==> src/rtl/slice_collector_pkg.sv <==
// Shared constants, FSM state encoding and slice bit indexing for the
// slice collector and its neighbours in the column-parity datapath.
package slice_collector_pkg;

    localparam int SIZE    = 5;
    localparam int MEMSIZE = 25;
    localparam int DEPTH   = 64;
    localparam int LANES   = 25;

    typedef enum logic [1:0] {
        IDLE    = 2'd0,
        COLLECT = 2'd1,
        DRAIN   = 2'd2,
        DONE    = 2'd3
    } collectState_t;

    // Bit position of (column i, row j) inside a slice word.
    function automatic int sliceBit(input int i, input int j);
        return SIZE * j + i;
    endfunction

endpackage

==> src/rtl/slice_collector_if.sv <==
// Slice input and lane output handshakes of the slice collector.
interface slice_collector_if
    import slice_collector_pkg::*;
#(
    parameter int memsize = MEMSIZE,
    parameter int depth   = DEPTH
);
    logic [memsize-1:0] slice_in;
    logic               slice_valid;
    logic               slice_ready;
    logic [depth-1:0]   lane_out;
    logic [4:0]         lane_idx;
    logic               lane_valid;
    logic               lane_ack;

    modport master (
        output slice_in, slice_valid, lane_ack,
        input  slice_ready, lane_out, lane_idx, lane_valid
    );

    modport slave (
        input  slice_in, slice_valid, lane_ack,
        output slice_ready, lane_out, lane_idx, lane_valid
    );
endinterface

==> src/rtl/my_register.sv <==
// Generic load-enabled register with synchronous active-high clear.
module my_register #(
    parameter int width = 8
) (
    input  logic             clk,
    input  logic             rst,
    input  logic             ld,
    input  logic [width-1:0] d,
    output logic [width-1:0] q
);

    // Hold unless loaded; reset wins over load.
    always_ff @(posedge clk) begin
        if (rst)
            q <= '0;
        else if (ld)
            q <= d;
    end

endmodule

==> src/rtl/slice_collector_lane_buffer.sv <==
// Transpose buffer: written one slice column at a time, read one lane row
// at a time.
module lane_buffer
    import slice_collector_pkg::*;
#(
    parameter int memsize = LANES,
    parameter int depth   = DEPTH,
    localparam int zw     = $clog2(depth)
) (
    input  logic               clk,
    input  logic               rst,
    input  logic               we,
    input  logic [zw-1:0]      z,
    input  logic [memsize-1:0] wdata,
    input  logic [4:0]         ridx,
    output logic [depth-1:0]   rdata
);

    logic [depth-1:0] mem [memsize];

    // Scatter each slice bit into column z of its lane row.
    always_ff @(posedge clk) begin
        if (rst) begin
            for (int k = 0; k < memsize; k++)
                mem[k] <= '0;
        end else if (we) begin
            for (int j = 0; j < SIZE; j++)
                for (int i = 0; i < SIZE; i++)
                    mem[sliceBit(i, j)][z] <= wdata[sliceBit(i, j)];
        end
    end

    // Out-of-range lane indices read as zero rather than X.
    always_comb begin
        rdata = '0;
        if (int'(ridx) < memsize)
            rdata = mem[ridx];
    end

endmodule

==> src/rtl/slice_collector.sv <==
// Collects 64 slices into the transpose buffer, then drains the 25 lanes
// to the state-memory writer.
//
//   state   | meaning
//   --------+--------------------------------------------------
//   IDLE    | waiting for start, no handshakes active
//   COLLECT | accepting slices, z counter walks 0..63
//   DRAIN   | presenting lanes, lane counter walks 0..24
//   DONE    | one-cycle completion pulse, back to IDLE
module slice_collector
    import slice_collector_pkg::*;
#(
    parameter int size    = SIZE,
    parameter int memsize = MEMSIZE,
    parameter int depth   = DEPTH
) (
    input  logic               clk,
    input  logic               rst,
    input  logic               start,
    slice_collector_if.slave   bus,
    output logic               busy,
    output logic               done
);

    localparam int zw       = $clog2(depth);
    localparam int lastLane = size * size - 1;

    collectState_t state, nextState;

    logic [zw-1:0] zCount, zNext;
    logic          zLd;
    logic [4:0]    laneCount, laneNext;
    logic          laneLd;
    logic          bufWe;

    my_register #(.width(zw)) zReg (
        .clk (clk),
        .rst (rst),
        .ld  (zLd),
        .d   (zNext),
        .q   (zCount)
    );

    my_register #(.width(5)) laneReg (
        .clk (clk),
        .rst (rst),
        .ld  (laneLd),
        .d   (laneNext),
        .q   (laneCount)
    );

    lane_buffer #(.memsize(memsize), .depth(depth)) buffer (
        .clk   (clk),
        .rst   (rst),
        .we    (bufWe),
        .z     (zCount),
        .wdata (bus.slice_in),
        .ridx  (laneCount),
        .rdata (bus.lane_out)
    );

    // State register.
    always_ff @(posedge clk) begin
        if (rst)
            state <= IDLE;
        else
            state <= nextState;
    end

    // Next-state, counter loads and buffer write enable.
    always_comb begin
        nextState = state;
        zLd       = 1'b0;
        zNext     = zCount + zw'(1);
        laneLd    = 1'b0;
        laneNext  = laneCount + 5'd1;
        bufWe     = 1'b0;
        case (state)
            IDLE: begin
                if (start) begin
                    nextState = COLLECT;
                    zLd       = 1'b1;
                    zNext     = '0;
                    laneLd    = 1'b1;
                    laneNext  = '0;
                end
            end
            COLLECT: begin
                if (bus.slice_valid) begin
                    bufWe = 1'b1;
                    zLd   = 1'b1;
                    if (zCount == zw'(depth - 1))
                        nextState = DRAIN;
                end
            end
            DRAIN: begin
                if (bus.lane_ack) begin
                    laneLd = 1'b1;
                    // Park the lane index at 0 so it never leaves the buffer range.
                    if (laneCount == 5'(lastLane)) begin
                        laneNext  = '0;
                        nextState = DONE;
                    end
                end
            end
            DONE: begin
                nextState = IDLE;
            end
            default: begin
                nextState = IDLE;
            end
        endcase
    end

    // Handshake outputs come from registered state only.
    assign bus.slice_ready = (state == COLLECT);
    assign bus.lane_valid  = (state == DRAIN);
    assign bus.lane_idx    = laneCount;
    assign busy            = (state == COLLECT) || (state == DRAIN);
    assign done            = (state == DONE);

endmodule

==> src/flat_wrapper.sv <==
// flat-port wrapper written by rule: the top's interface ports become plain ports
module slice_collector_flat import slice_collector_pkg::*;
#(
    parameter int size    = SIZE,
    parameter int memsize = MEMSIZE,
    parameter int depth   = DEPTH
)
  (clk, rst, start, busy, done, bus_slice_in, bus_slice_valid, bus_lane_ack, bus_slice_ready, bus_lane_out, bus_lane_idx, bus_lane_valid);
  slice_collector_if #(.memsize(memsize), .depth(depth)) bus_i ();
  input  logic clk;
  input  logic rst;
  input  logic start;
  output logic busy;
  output logic done;
  input wire logic [$bits(bus_i.slice_in)-1:0] bus_slice_in;
  input wire logic [$bits(bus_i.slice_valid)-1:0] bus_slice_valid;
  input wire logic [$bits(bus_i.lane_ack)-1:0] bus_lane_ack;
  output wire logic [$bits(bus_i.slice_ready)-1:0] bus_slice_ready;
  output wire logic [$bits(bus_i.lane_out)-1:0] bus_lane_out;
  output wire logic [$bits(bus_i.lane_idx)-1:0] bus_lane_idx;
  output wire logic [$bits(bus_i.lane_valid)-1:0] bus_lane_valid;
  assign bus_i.slice_in = bus_slice_in;
  assign bus_i.slice_valid = bus_slice_valid;
  assign bus_i.lane_ack = bus_lane_ack;
  assign bus_slice_ready = bus_i.slice_ready;
  assign bus_lane_out = bus_i.lane_out;
  assign bus_lane_idx = bus_i.lane_idx;
  assign bus_lane_valid = bus_i.lane_valid;
  slice_collector #(.size(size), .memsize(memsize), .depth(depth)) u_core (.clk(clk), .rst(rst), .start(start), .bus(bus_i), .busy(busy), .done(done));
endmodule
==> config.mk <==
export PLATFORM = sky130hd
export DESIGN_NAME = slice_collector_flat
export DESIGN_NICKNAME = d
export VERILOG_FILES = /design/src/rtl/slice_collector_pkg.sv /design/src/rtl/slice_collector_if.sv /design/src/rtl/my_register.sv /design/src/rtl/slice_collector_lane_buffer.sv /design/src/rtl/slice_collector.sv /design/src/flat_wrapper.sv
export SDC_FILE = /design/constraint.sdc
export NUM_CORES = 2
export LEC_CHECK = 0
export CAP_MARGIN = 20
export CELL_PAD_IN_SITES_DETAIL_PLACEMENT = 1
export CELL_PAD_IN_SITES_GLOBAL_PLACEMENT = 2
export CORE_UTILIZATION = 35
export CTS_CLUSTER_DIAMETER = 120
export DETAILED_ROUTE_END_ITERATION = 8
export PLACE_DENSITY_LB_ADDON = 0.08
export SYNTH_ARGS = -nofsm -noshare
export SYNTH_HDL_FRONTEND = slang
export SYNTH_SLANG_ARGS = --single-unit
==> constraint.sdc <==
create_clock -name clk -period 3.5 [get_ports clk]
set_input_delay 1.05 -clock clk [delete_from_list [all_inputs] [get_ports clk]]
set_output_delay 1.05 -clock clk [all_outputs]
set_load 0.01 [all_outputs]
==> flow_metrics.py <==
metrics = {
    "worst_setup_path": {
        "worstReg2RegStart": "u_core.state[1]",
        "ff2ff_path_depth": 9,
        "cp.arrival_ps": 3010,
        "cp.required_ps": 2450,
        "worst-setup-path-type": "reg2out",
        "reg2reg_setup_slack_ps": 900,
        "cp_max_fo": 8,
        "reg2reg_to": "u_core.buffer.mem[22][63]",
        "startpoint_type": "register",
        "cp-end-kind": "output port",
    },
    "global_routing": {
        "antenna_found_initial": 39,
        "grt_util_all_layers": 0.224,
        "grt_max_degree": 65,
        "grt_pass1_wl_um": 318000,
        "grt_pass1_vias": 41223,
        "overflow": 0,
    },
    "route": {
        "drc": 0,
        "vias": 38690,
        "drt_iter0_drc": 3261,
        "wl_per_cell_um": 30.2,
        "avgViaCountPerCell": 5.17,
        "wirelength_um": 226000,
        "ant_nets": 0,
        "first_pass_iters": 5,
    },
    "timing": {
        "finalClockSkew_ps": 19.1,
        "grt_setup_unrepaired": "true",
        "hold_viol": 0,
        "drv_slew": 0,
        "clock.fmax_mhz": 246,
        "tightestPinTransition_ps": 1170,
        "setup_viol": 64,
        "timing.slew.headroom": 0.221,
        "period_minus_slack_ps": 4060,
        "period_share": 1.16,
        "finalSetupTns_ps": -30660,
        "worst_slack_ps": -560,
    },
    "floorplan": {
        "num_rows": 164,
        "io_pins": 103,
        "die_h_um": 450,
        "initial_core_util": 0.352,
        "core_mm2": 0.200,
        "die_w_um": 450,
        "dieArea_mm2": 0.203,
    },
    "hold_path": {
        "worstHoldPathType": "reg2reg",
        "worstHoldStart": "u_core.state[1]",
        "hold_end": "u_core.state[1]",
        "whs_path_depth": 2,
    },
    "cells_and_area": {
        "fill_cells": 18981,
        "fin_cells": 7484,
        "final_cell_mix": "1600 x edfxtp_1, 1154 x and2_1, 380 x mux4_2",
        "seq_area_mm2": 0.0484,
        "drive_gt1_frac": 0.341,
        "final_common_cell": "edfxtp_1",
        "layout.nets": 4684,
        "area_growth_pct": 24.1,
        "multiInputGateArea_mm2": 0.0216,
    },
    "yosys": {
        "syn-cell-area_mm2": 0.0703,
        "synth_nets": 4170,
        "yosysWarnings": 0,
        "async_flop_share": 0,
        "synthCells": 4133,
        "synth.distinct_cells": 48,
        "synth_edf_count": 1600,
        "synth_flop_cell": "edfxtp_1",
        "yosysSeqAreaShare": 0.688,
        "yosys_register_bits": 1618,
        "syn_avg_cell_area_um2": 17.0,
    },
    "placed_design": {
        "numPlacedInstances": 6970,
        "place_congestion": 0.745,
        "dp_hpwl_um": 128000,
        "numPortBuffers": 102,
    },
    "clocking": {
        "htreeDepth": 4,
        "clk_pin_slew_ps": 60,
        "cts.path.max_buffers": 3,
        "cts_tree": "built",
        "cts_num_sinks": 1618,
        "root_buffer": "clkbuf_16",
        "numCtsBuffers": 187,
        "clkLatencyLatePin_ps": 820,
        "hold_buffers": 0,
    },
    "run_status": {
        "status": "finished, violations left",
        "violations": "setup timing",
    },
    "pwr": {
        "peakVddDrop_v": 0.000514,
        "power_density_mw_per_mm2": 572,
        "power.leakage_nw": 30.0,
    },
    "job": {
        "drv_cap": 0,
    },
}
-- worst max-delay path by stage --
stage	startpoint	endpoint	cells after the start
after global placement	register	bus_lane_out[52]	7
after CTS	register	bus_lane_out[53]	10
after floorplan	rst	u_core.buffer.mem[22][0]	2
after global routing	register	bus_lane_out[53]	10
after detailed placement	register	bus_lane_out[52]	7
final	register	bus_lane_out[53]	10
-- through the flow --
stage / area, µm² / power (mW) / util / worst slack [ps] / hold slack (ps)
2_1_floorplan: 70300 / 26.9 / - / 153 / 485
3_3_place_gp: 78200 / 30.7 / 0.392 / -385 / 516
3_5_place_dp: 78200 / 30.7 / 0.392 / -383 / 537
4_1_cts: 87100 / 50.6 / 0.436 / -679 / 547
5_1_grt: 87200 / 51.7 / 0.437 / -688 / 584
6_report: 87300 / 50.0 / 0.437 / -560 / 542
-- report_power, final --
part           internal, mW  switching [mW]
Clock                  11.0            7.95
Sequential             22.4           0.342
Combinational          4.06            4.17
-- per-layer routing --
metal  vias to the layer above  wire, µm  track usage  share of wire
li1                      16770         -            -              -
met1                     20742     94400        0.290           0.42
met2                       891    116000        0.388           0.51
met3                       285      9760       0.0300          0.043
met4                         2      6370       0.0691          0.028
met5                         -        13            0       0.000058
-- cell type report --
type | count | share of cell area
clock inverter | 90 | 0.00849
tap | 2656 | 0.0381
multi-input combinational | 2165 | 0.247
antenna | 29 | 0.000831
timing repair buffer | 671 | 0.0920
inverter | 4 | 0.000172
sequential | 1618 | 0.555
clock buffer | 251 | 0.0583
-- Yosys cell counts, types with 2 or more instances --
library cell,count,area (µm²)
nor3b_1,3,22.5
o22ai_1,16,100
or3_1,2,12.5
nor2b_1,16,100
a21oi_1,3,15.0
buf_1,35,131
a22oi_1,57,428
buf_2,51,255
or3b_1,2,17.5
nor2_2,12,75.1
nor3_1,10,50.1
ha_1,7,87.6
clkbuf_1,230,863
o21ai_0,31,155
nand4_1,6,37.5
mux4_2,380,8560
o21ai_1,34,170
a211o_1,2,17.5
nand2b_1,62,388
nor2_1,65,244
nand3_1,8,40.0
inv_1,4,15.0
nand2_1,15,56.3
xor2_1,5,43.8
buf_6,10,113
buf_4,20,150
a32oi_1,2,17.5
mux2_2,124,1400
nand3b_1,2,15.0
or2_2,69,432
o221ai_1,55,482
edfxtp_1,1600,48000
o311ai_0,2,17.5
dfxtp_1,18,360
mux2i_1,7,70.1
and2_1,1154,7220
xnor2_1,3,26.3
-- kinds of logic (layout without fill, tap and decap cells) --
family          Yosys count  after routing  synth area share
compound gates          208            208            0.0208
xor+xnor                  8              8          0.000996
fa+ha+maj                 7              7           0.00124
buf+inv                 350           1016            0.0217
flops                  1618           1618             0.688
mux                     511            511             0.143
other cells               0             29                 0
simple gates           1431           1431             0.125
-- worst max-delay path, cell delays in order (launching register included) --
cell and delay, ps:
dfxtp_4 400, buf_6 120, buf_12 130, buf_6 110, buf_6 100, mux4_2 490
mux2_4 280, a22oi_2 160, o21ai_1 90, buf_4 160, buf_6 120
-- flip-flops by register name, summed over array words and instances (netlist names), named ones only --
signal and count:
u_core.buffer.mem 1600, u_core.zReg.q 6, u_core.laneReg.q 5, u_core.state 2
-- repair_timing --
action | CTS | global route
pin swaps | 61 | 39
buffers inserted | 143 | 13
endpoints found under the hold margin | 0 | 0
gates resized for setup | 607 | 66
gates cloned | 23 | 1
setup endpoints to repair | 66 | 64
No activity file was read; power rests on OpenSTA's default activity.
